<file path="src/rtl/txhex_word.sv">
// txhex_word: prints a DW-bit word as ASCII hex bytes (optional "0x", terminator) over a strobe/busy byte link.
// Build option: define TXHEX_ZERO_SUPPRESS_EN to drop leading zero digits.
module txhex_word #(
    parameter int unsigned DW        = 32,
    parameter int unsigned PREFIX    = 1,
    parameter int unsigned UPPERCASE = 0,
    parameter int unsigned EOL       = 2
) (
    input  logic          i_clk,
    input  logic          i_reset_n,
    input  logic          i_stb,
    input  logic [DW-1:0] i_data,
    output logic          o_busy,
    output logic          o_done,
    output logic          o_tx_stb,
    output logic [7:0]    o_tx_data,
    input  logic          i_tx_busy
);
    localparam int unsigned NIB = DW / 4;
    localparam int unsigned CW  = $clog2(NIB + 1);

    if ((DW % 4) != 0 || DW < 4 || DW > 64) begin : g_bad_dw
        $error("txhex_word: DW must be a multiple of 4 in the range 4..64");
    end

    typedef enum logic [2:0] {
        S_IDLE,
        S_PFX0,
        S_PFX1,
        S_DIGIT,
        S_CR,
        S_LF
    } state_t;

    state_t        state;
    logic [DW-1:0] sr;
    logic [CW-1:0] cnt;
    logic [DW-1:0] sr_shl;
    logic [DW-1:0] cap_sr;
    logic [CW-1:0] cap_cnt;
    logic          tx_accept;

    function automatic logic [7:0] hex_char(input logic [3:0] n);
        if (n < 4'd10) return 8'h30 + 8'(n);
        return (UPPERCASE != 0) ? 8'h37 + 8'(n) : 8'h57 + 8'(n);
    endfunction

`ifdef TXHEX_ZERO_SUPPRESS_EN
    // Leading zero nibbles, capped so the least significant digit is always sent.
    function automatic logic [CW-1:0] lead_zeros(input logic [DW-1:0] d);
        logic [CW-1:0] n;
        logic          found;
        n     = '0;
        found = 1'b0;
        for (int i = int'(NIB) - 1; i >= 1; i--) begin
            if (d[i*4 +: 4] != 4'h0) found = 1'b1;
            else if (!found) n = n + CW'(1);
        end
        return n;
    endfunction

    logic [CW-1:0] cap_lz;
    assign cap_lz  = lead_zeros(i_data);
    assign cap_sr  = i_data << {cap_lz, 2'b00};
    assign cap_cnt = CW'(NIB) - cap_lz;
`else
    assign cap_sr  = i_data;
    assign cap_cnt = CW'(NIB);
`endif

    assign sr_shl    = sr << 4;
    assign tx_accept = o_tx_stb && !i_tx_busy;

    // Sequencer: each state owns one character; advance only when the sink takes it.
    always_ff @(posedge i_clk or negedge i_reset_n) begin
        if (!i_reset_n) begin
            state     <= S_IDLE;
            sr        <= '0;
            cnt       <= '0;
            o_busy    <= 1'b0;
            o_done    <= 1'b0;
            o_tx_stb  <= 1'b0;
            o_tx_data <= 8'h00;
        end else begin
            o_done <= 1'b0;
            case (state)
                S_IDLE: begin
                    if (i_stb && !o_busy) begin
                        sr       <= cap_sr;
                        cnt      <= cap_cnt;
                        o_busy   <= 1'b1;
                        o_tx_stb <= 1'b1;
                        if (PREFIX != 0) begin
                            state     <= S_PFX0;
                            o_tx_data <= 8'h30;
                        end else begin
                            state     <= S_DIGIT;
                            o_tx_data <= hex_char(cap_sr[DW-1 -: 4]);
                        end
                    end
                end
                S_PFX0: begin
                    if (tx_accept) begin
                        state     <= S_PFX1;
                        o_tx_data <= 8'h78;
                    end
                end
                S_PFX1: begin
                    if (tx_accept) begin
                        state     <= S_DIGIT;
                        o_tx_data <= hex_char(sr[DW-1 -: 4]);
                    end
                end
                S_DIGIT: begin
                    if (tx_accept) begin
                        sr <= sr_shl;
                        if (cnt > CW'(1)) begin
                            cnt       <= cnt - CW'(1);
                            o_tx_data <= hex_char(sr_shl[DW-1 -: 4]);
                        end else begin
                            cnt <= '0;
                            if (EOL >= 2) begin
                                state     <= S_CR;
                                o_tx_data <= 8'h0D;
                            end else if (EOL == 1) begin
                                state     <= S_LF;
                                o_tx_data <= 8'h0A;
                            end else begin
                                state    <= S_IDLE;
                                o_busy   <= 1'b0;
                                o_tx_stb <= 1'b0;
                                o_done   <= 1'b1;
                            end
                        end
                    end
                end
                S_CR: begin
                    if (tx_accept) begin
                        state     <= S_LF;
                        o_tx_data <= 8'h0A;
                    end
                end
                S_LF: begin
                    if (tx_accept) begin
                        state    <= S_IDLE;
                        o_busy   <= 1'b0;
                        o_tx_stb <= 1'b0;
                        o_done   <= 1'b1;
                    end
                end
                default: begin
                    state    <= S_IDLE;
                    o_busy   <= 1'b0;
                    o_tx_stb <= 1'b0;
                end
            endcase
        end
    end
endmodule

</file>
<file path="config.mk">
export PLATFORM = sky130hd
export DESIGN_NAME = txhex_word
export DESIGN_NICKNAME = d
export VERILOG_FILES = /design/src/rtl/txhex_word.sv
export SDC_FILE = /design/constraint.sdc
export NUM_CORES = 1
export LEC_CHECK = 0
export ABC_AREA = 1
export CAP_MARGIN = 20
export CORE_UTILIZATION = 40
export DETAILED_ROUTE_END_ITERATION = 10
export GPL_TIMING_DRIVEN = 0
export PLACE_DENSITY = 0.7
export SYNTH_ARGS = -nofsm -noshare
export SYNTH_HDL_FRONTEND = slang
export SYNTH_SLANG_ARGS = --single-unit
</file>
<file path="constraint.sdc">
create_clock -name i_clk -period 3 [get_ports i_clk]
set_input_delay 0.9 -clock i_clk [delete_from_list [all_inputs] [get_ports i_clk]]
set_output_delay 0.9 -clock i_clk [all_outputs]
set_load 0.02 [all_outputs]
</file>
### Yosys cells after proc, flatten, opt, wreduce, memory -nomap -nowiden

Index checks and enable logic that the tools add are counted.

| storage, ports and cells | value |
|---|---|
| register bits after elaboration | 49 |
| latch bits | 0 |
| bits in writable memories | 0 |
| bits in read-only memories | 0 |
| input port bits | 36 |
| output and inout bits | 11 |
| memories | 0 |

| operators by class | value |
|---|---|
| add/subtract/negate cells | 5 |
| multiply operators | 0 |
| div/mod/pow operators | 0 |
| $lt $le $gt $ge | 3 |
| eq/ne operators | 12 |
| shift-type cells | 0 |
| multiplexer cells | 38 |
| bitwise operators | 1 |
| reduce and logical (&&, ||, !) cells | 12 |

Operator list:

| operator | count |
|---|---|
| $mux 8 | 10 |
| $mux 32 | 2 |
| $pmux 32 s2 | 1 |
| $pmux 8 s5 | 1 |
| $mux 3 | 7 |
| $pmux 3 s6 | 1 |
| $add 7x4->8 const A | 2 |
| $add 6x4->7 const A | 2 |
| $ne 2x2->1 const B | 7 |
| $mux 4 | 3 |
| $mux 1 | 11 |
| $lt 4x4->1 const B | 2 |
| $pmux 4 s2 | 1 |
| $reduce_and 7->1 | 1 |
| $eq 3x2->1 const B | 2 |
| $eq 3x3->1 const B | 2 |
| $reduce_and 3->1 | 2 |
| $reduce_and 6->1 | 1 |
| $reduce_bool 5->1 | 1 |
| $gt 4x1->1 const B | 1 |
| $reduce_or 4->1 | 1 |
| $sub 4x1->4 const B | 1 |
| $eq 3x1->1 const B | 1 |
| $logic_not 3->1 | 1 |
| 5 further kinds | 7 |

### Depth between registers and ports, before layout

| depth | value |
|---|---|
| depth after elaboration | 9 |
| mapped depth | 9 |
| gate-level depth less buffers | 9 |

### Worst setup path before layout

No wires, ideal clock.

| path | value |
|---|---|
| path type | input port to flip-flop |
| from | input i_tx_busy |
| to | register sr[10] |
| arrival | 1.605 ns |
| data required time | 2.879 ns |
| slack | 1.275 ns |
| cell stages on the path | 7 |
| path buffers | 1 |
| path through | inv_1 > nand2_1 > o21ai_1 > nand2_2 > clkinv_2 > buf_2 > o21ai_1 |

| on the way | value |
|---|---|
| cells in the longest elaborated chain, start to end | 4 |

Ends and longest elaborated chain:

| element | line | text |
|---|---|---|
| from (decl) | 17 | `input logic i_tx_busy` |
| $logic_not 1->1 | 72 | `assign tx_accept = o_tx_stb && !i_tx_busy;` |
| $logic_and 1x1->1 | 72 |  |
| $ne 2x2->1 (no line) | -- |  |
| $reduce_and 3->1 (no line) | -- |  |
| to (signal assigned) | 89 | `sr <= cap_sr;` |
| to (signal assigned) | 116 | `sr <= sr_shl;` |
| to (decl) | 36 | `logic [DW-1:0] sr;` |

No other way between the ends.
A chain may end at the register's enable or synchronous reset.

### Worst setup path after layout

| path | value |
|---|---|
| from | register o_tx_stb |
| to | output o_tx_stb |

RTL lines:

| element | line | text |
|---|---|---|
| from (decl) | 15 | `output logic o_tx_stb,` |
| from (signal assigned) | 82 | `o_tx_stb <= 1'b0;` |
| from (signal assigned) | 92 | `o_tx_stb <= 1'b1;` |
| from (signal assigned) | 131 | `o_tx_stb <= 1'b0;` |

No word-level cell between the ends.

==> results by group <==
CTS
  – CTS root buf: clkbuf_8
  – Clock transition at the registers of the reported paths: 80 ps
  – CTS sink count: 48
  – CTS Buffer Depth: 2
  – Clk Latency, worst-skew pair: 300 ps
  – Resized Gates After CTS: 0
  – CTS Buf Count: 5
  – Post-CTS Setup Bufs: 0
  – Max H-tree Level: 2
  – CTS Hold Buffers Added: 0
  – CTS tree: done

Place
  – Placer congestion estimate: 0.8542
  – Number of port buffers: 45
  – DP HPWL: 4.526 mm
  – Placed Cells: 493

Power and ir drop
  – Max VDD drop: 0.4701 mV
  – Switching power total: 1.508 mW
  – Clock share of power: 16.0%
  – Sw Ratio: 44.01%
  – Static leakage: 1.689 nW
  – Comb pwr share: 52.1%
  – Sequential share of power: 32.0%
  – Int Pwr: 1.918 mW
  – Power Density: 1026 mW/mm^2

Critical path
  – Biggest cell delay along the critical path: 580 ps
  – Crit end category: output pin
  – Buffers and inverters on the worst path: 2
  – Worst path slowest cell: clkdlybuf4s50_1
  – CP Data Arrival Time: 1440 ps
  – Critical Path RT: 2100 ps
  – CP Class: flip-flop to output pin
  – Top delay family on crit path: buffers and inverters
  – Max FO, Critical Path: 6
  – Worst path cell trace: buf_4, clkdlybuf4s50_1
  – Critical Path Start Type: flip-flop

Synthesis
  – Cell variety after synth: 25
  – Syn Nets: 410
  – Synth area leaders: dfrtp_1 45%, nand2_1 19%, o21ai_1 8.3%
  – Synth Register Bits: 48
  – Synth warn: 0
  – Largest area contributor in the netlist: dfrtp_1
  – Part of the Yosys area used for sequential elements: 45.37%
  – Gate Count Post-Synth: 370
  – Cell Area, Synth: 0.002648 mm^2
  – Top cell type's share of synthesized area: 45.37%
  – Syn_area_per_cell: 7.156 um^2

Route
  – ANT nets after route: 0
  – DR vias: 2,453
  – Vias per std cell: 4.906
  – Per-cell routed wire length: 12.35 um
  – Initial DRT Pass Iterations: 4
  – DR iter-0 viols: 101
  – DRC: 0
  – WL final: 6.174 mm

Die
  – # rows: 29
  – Die Width: 83.36 um
  – Die area: 0.006948 mm^2
  – Die Span Y: 83.36 um
  – Initial core utilization: 41.46%
  – Core area: 0.006386 mm^2
  – I/O pins: 47

GRT
  – Total track usage: 18.96%
  – GRT Residual Overflow: 0
  – Initial antenna violation count: 0
  – First-pass GRT wire length: 10.71 mm
  – Largest net degree at the start of global routing: 35
  – Number of global-route vias before repair: 2,427

Run
  – Max cap viols: 0

STA
  – FMAX: 427.1 MHz
  – Final Critical Period: 2341 ps
  – TNS Setup: 0 ps
  – Skew final: 11.09 ps
  – Max-slew violation count: 0
  – RSZ-0062 raised after global routing: false
  – Final setup fails: 0
  – Final Hold Vio Count: 0
  – Final period util: 78.04%

Min path
  – Worst Hold Class: flip-flop to flip-flop

Run status
  – Status: finished clean

Cells and area
  – Layout cells sized above 1: 8.038%
  – Layout area overhead: 26.09%
  – Post-Layout Cell Count: 500
  – Final nets: 463
  – Fillers: 645
  – Antenna diode count: 0
[logic make-up after synthesis]
group	after synthesis	synth area share, %
simple gates	179	27.65
compound gates	75	14.41
buf+inv	62	10.21
flops	48	45.37
fa+ha+maj	4	1.890
xor+xnor	1	0.3309
other cells	1	0.1416
[synth_stat cells (all sizes together)]
library cell / n
o21ai: 69
nor3: 1
o21bai: 1
buf: 13
ha: 4
nand2: 137
clkbuf: 3
nand3: 21
xor2: 1
nor2: 17
dfrtp: 48
clkinv: 1
inv: 45
conb: 1
a21o: 1
nand4: 2
or2: 1
o22ai: 1
a21oi: 3
[placed cells by master (no fill, tap or decap)]
cell type        count
nand2_1            135
dfrtp_1             48
o21ai_1             44
clkdlybuf4s50_1     44
inv_1               42
o21ai_0             25
nand3_1             18
nor2_1              15
buf_4                8
buf_2                6
clkbuf_8             5
ha_1                 4
inv_2                3
nand3_2              3
clkbuf_1             3
a21oi_1              3
nor2_2               2
nand2_2              2
nand4_1              2
bufinv_16            2
nor3_1               1
clkinv_2             1
o22ai_1              1
xor2_1               1
or2_2                1
a21o_1               1
o21bai_1             1
conb_1               1
buf_12               1
[routing by layer]
| layer | part of all wire (%) | track usage [%] |
|---|---|---|
| met3 | 4.9 | 3.479 |
| met2 | 49 | 33.01 |
| met1 | 46 | 24.10 |
| met5 | 0 | 0 |
| met4 | 0.71 | 5.172 |
[power groups by stage]
stage / logic, mW / clock network [mW] / registers, mW
6_report: 1.78 / 0.547 / 1.10
5_1_grt: 2.05 / 0.580 / 1.13
4_1_cts: 1.79 / 0.556 / 1.10
3_5_place_dp: 1.78 / 0 / 1.11
3_3_place_gp: 1.72 / 0 / 1.10
2_1_floorplan: 1.26 / 0 / 1.12
[worst min-delay path: stages (launching register included)]
cell and delay [ps]:
dfrtp_1 350, nand2_1 60, nand2_1 50
[state kept, by name, summed over array words and instances (netlist names)]
signal     cells
sr            32
o_tx_data      7
cnt            4
state          3
o_done         1
o_tx_stb       1
[cell type report]
class	count	area (um^2)	area share (%)
clock inverter	2	60.06	1.799
sequential	48	1201	35.98
clock buffer	5	68.82	2.061
buffer	16	96.34	2.886
inverter	46	173.9	5.210
multi-input combinational	260	1176	35.23
tap	77	96.34	2.886
timing repair buffer	46	465.4	13.94
[path summary, 6_finish.rpt]
path | cells after the start | to | slack, ps | start
worst max-delay path | 2 | o_tx_stb | 660 | o_tx_stb$_DFFE_PN0P_
worst min register to register | 2 | o_tx_data[6]$_DFFE_PN0P_ | 490 | o_tx_data[6]$_DFFE_PN0P_
worst max register to register | 7 | sr[9]$_DFFE_PN0P_ | 1350 | state[2]$_DFFE_PN0P_
worst min-delay path | 2 | o_tx_data[6]$_DFFE_PN0P_ | 490 | o_tx_data[6]$_DFFE_PN0P_
min in group asynchronous | 1 | o_done$_DFF_PN0_ | 510 | i_reset_n
max in group asynchronous | 2 | sr[31]$_DFFE_PN0P_ | 2000 | i_reset_n
[metrics by stage]
stage               cell area, um^2  utilization (%)  hold WS [ps]  setup slack [ps]  power (mW)
floorplan                      2648                -         459.1              1275       2.375
global placement               3194            50.02         466.0            -403.8       2.818
detailed placement             3209            50.25         466.6             639.5       2.885
CTS                            3338            52.27         488.6             641.9       3.447
global route                   3338            52.27         502.4             603.9       3.759
finish                         3338            52.27         491.7             658.7       3.426
Power figures use the tool's default switching activity.
==> RTL edit, RTL diff (config.mk and constraints unchanged) <==
`DW`: 32 -> 64.
--- a/src/rtl/txhex_word.sv
+++ b/src/rtl/txhex_word.sv
@@ -1,7 +1,7 @@
 // txhex_word: prints a DW-bit word as ASCII hex bytes (optional "0x", terminator) over a strobe/busy byte link.
 // Build option: define TXHEX_ZERO_SUPPRESS_EN to drop leading zero digits.
 module txhex_word #(
-    parameter int unsigned DW        = 32,
+    parameter int unsigned DW        = 64,
     parameter int unsigned PREFIX    = 1,
     parameter int unsigned UPPERCASE = 0,
     parameter int unsigned EOL       = 2
Interface: changed (resized i_data); port bits go from 47 to 79. The function was not compared with the original's and may differ.
==> RTL edit against the unedited design <==
  * Routed wire length is 77% higher
  * Synthesized area increased by 77%
  * Sequential cell count grew 33
  * Worst setup slack gained 0.0038 ns
  * Cell area grew 78%
  * Total power grew 70%
  * Synthesized cell count grew 42%
  * Maximum frequency grew 0.16%
==> RTL edit: results (changes against the unedited design) <==
==================================================================================
Status .............................................................. complete, no violations
Power density normalized to cell area ...............................   976 nW/um2   -4.9%
Master cell of the clock root buffer ................................ sky130_fd_sc_hd__clkbuf_16
Sequential Power Share ..............................................        31.1%   -0.9 points
HPWL after detailed placement .......................................      7910 um   +75%
Global routing usage summed across all routing layers ...............        19.0%   about the same
TritonCTS Buffers ...................................................            9   +4
Share of final-layout standard cells stronger than drive strength 1 .        22.3%   +14 points
Seq/Total Area, Yosys ...............................................        43.3%   -2.1 points
Distinct cells, synth ...............................................           31   +24%
Post-DR wirelength/cell .............................................      14.3 um   +16%
Power drawn by the clock network ....................................      1.10 mW   +100%
Leakage dissipation .................................................      2.62 nW   +55%
Final cell utilization of the core ..................................        52.1%   -0.13 points
Critical Path Fanout Max ............................................            4   -2
First-pass DRT Iterations ...........................................            5   +1
Number of global-route vias before repair ...........................         3672   +51%
Level count of the clock H-tree .....................................            3   +1
Worst hold margin ...................................................     0.472 ns   -0.0197 ns
Clock latency at the later pin of the worst-skew pair ...............      0.34 ns   +0.04 ns
Hold path cells .....................................................            2   unchanged
Dpl cell area .......................................................     5660 um2   +76%
Setup Skew ..........................................................   0.00859 ns   -0.00250 ns
Synthesized instance count ..........................................          525   +42%
Endpoint of the worst hold path .....................................       cnt[4]
Wire length of the first global-routing pass ........................     17500 um   +64%
Critical R2R Capture ................................................ o_tx_data[0]
Pin count of the biggest net entering global routing ................           58   +66%
1st-iter DRT viols ..................................................          195   +93%
Reg-to-reg startpoint ...............................................     state[0]
Overall via count from detail_route .................................         3794   +55%
Hold path startpoint ................................................       cnt[4]
Leading cell types by total area after synthesis .................... sky130_fd_sc_hd__dfrtp_1 43%, sky130_fd_sc_hd__o211ai_2 11%, sky130_fd_sc_hd__nand2_1 10%
Worst-case vdd ir drop ..............................................       374 uV   -20%
Worst reg2reg path depth ............................................            9   +2
Initial antenna violation count .....................................            0   unchanged
Placed Cells incl. Taps .............................................          746   +51%
Largest stage delay on the critical path ............................      0.58 ns   about the same
Reg2reg setup slack .................................................      1.33 ns   -0.02 ns
# fillers ...........................................................         1060   +64%
Net Sw Frac .........................................................        41.5%   -2.6 points
IO buf count ........................................................           77   +71%
Data arrival time of the critical path ..............................      1.44 ns   about the same
Number of nets in the synthesized netlist ...........................          597   +46%
Post-DR vias/cell ...................................................         4.98   +1.5%
Pre-CTS WS ..........................................................     0.521 ns   -0.118 ns
Largest registers ranked by flip-flop count ......................... sr x64, o_tx_data x7, cnt x5
Crit-path slowest cell .............................................. sky130_fd_sc_hd__clkdlybuf4s50_1
Clock transition at the registers of the reported paths .............      0.06 ns   -0.02 ns
Final nets ..........................................................          686   +48%
Gpl congestion ......................................................        0.845   -1.1%
Most numerous cell types in the synthesized netlist ................. 125 x sky130_fd_sc_hd__nand2_1, 81 x sky130_fd_sc_hd__dfrtp_1, 77 x sky130_fd_sc_hd__inv_1
==================================================================================
-- RTL edit: cell types whose count changed in the layout (fill, tap and decap cells not counted), moves of 8 or more --
| cell | unedited run | this run |
|---|---|---|
| sky130_fd_sc_hd__dfrtp_1 | 48 | 81 |
| sky130_fd_sc_hd__o21ai_0 | 25 | 14 |
| sky130_fd_sc_hd__o211ai_2 | 0 | 40 |
| sky130_fd_sc_hd__nor2_1 | 15 | 24 |
| sky130_fd_sc_hd__o21ai_1 | 44 | 20 |
| sky130_fd_sc_hd__clkdlybuf4s50_1 | 44 | 76 |
| sky130_fd_sc_hd__o21ai_2 | 0 | 40 |
| sky130_fd_sc_hd__nand2_1 | 135 | 125 |
| sky130_fd_sc_hd__inv_1 | 42 | 77 |
| sky130_fd_sc_hd__clkbuf_16 | 0 | 9 |
| sky130_fd_sc_hd__nand3_1 | 18 | 27 |
| sky130_fd_sc_hd__o211ai_1 | 0 | 19 |
| sky130_fd_sc_hd__buf_6 | 0 | 8 |
-- RTL edit: worst register-to-register path, cell delays in order (launching register included) --
cell,delay (ns)
sky130_fd_sc_hd__dfrtp_1,0.35
sky130_fd_sc_hd__buf_2,0.17
sky130_fd_sc_hd__nor2_1,0.22
sky130_fd_sc_hd__nand2_1,0.18
sky130_fd_sc_hd__nand2_1,0.15
sky130_fd_sc_hd__nand2_1,0.08
sky130_fd_sc_hd__nand2_2,0.15
sky130_fd_sc_hd__inv_1,0.13
sky130_fd_sc_hd__nand2_1,0.08
sky130_fd_sc_hd__nand2_1,0.05
-- RTL edit: worst max-delay path by stage --
stage | start | end | slack, ns
3_5_place_dp | i_tx_busy | sr[63] | 0.52
3_3_place_gp | i_reset_n | sr[36] | -1.95
4_1_cts | o_tx_stb | o_tx_stb | 0.65
2_1_floorplan | i_tx_busy | cnt[0] | 1.14
5_1_grt | o_tx_stb | o_tx_stb | 0.62
6_report | o_tx_stb | o_tx_stb | 0.66
-- RTL edit: area by class of cell --
type | count | share of cell area (%)
Inverter | 79 | 4.98
Clock inverter | 7 | 1.20
Clock buffer | 9 | 3.78
Timing Repair Buffer | 78 | 13.4
Tap cell | 143 | 3.00
Sequential cell | 81 | 34.0
Multi-Input combinational cell | 332 | 34.4
Buffer | 33 | 5.19
-- RTL edit: per-layer routing --
layer | share of wire, % | vias up | track usage, % | wire [um]
met4 | 1.6 | 0 | 8.65 | 171
met5 | 0 | - | 0 | 0
li1 | - | 1909 | - | -
met3 | 4.7 | 11 | 3.17 | 512
met1 | 46 | 1799 | 25.9 | 5060
met2 | 47 | 75 | 29.4 | 5180
-- RTL edit: cells by family after synthesis --
family,share of synthesized area (%)
simple gates,16.7
compound gates,25.6
buf+inv,12.9
flops,43.3
fa+ha+maj,1.07
xor+xnor,0.374
other cells,0.0801
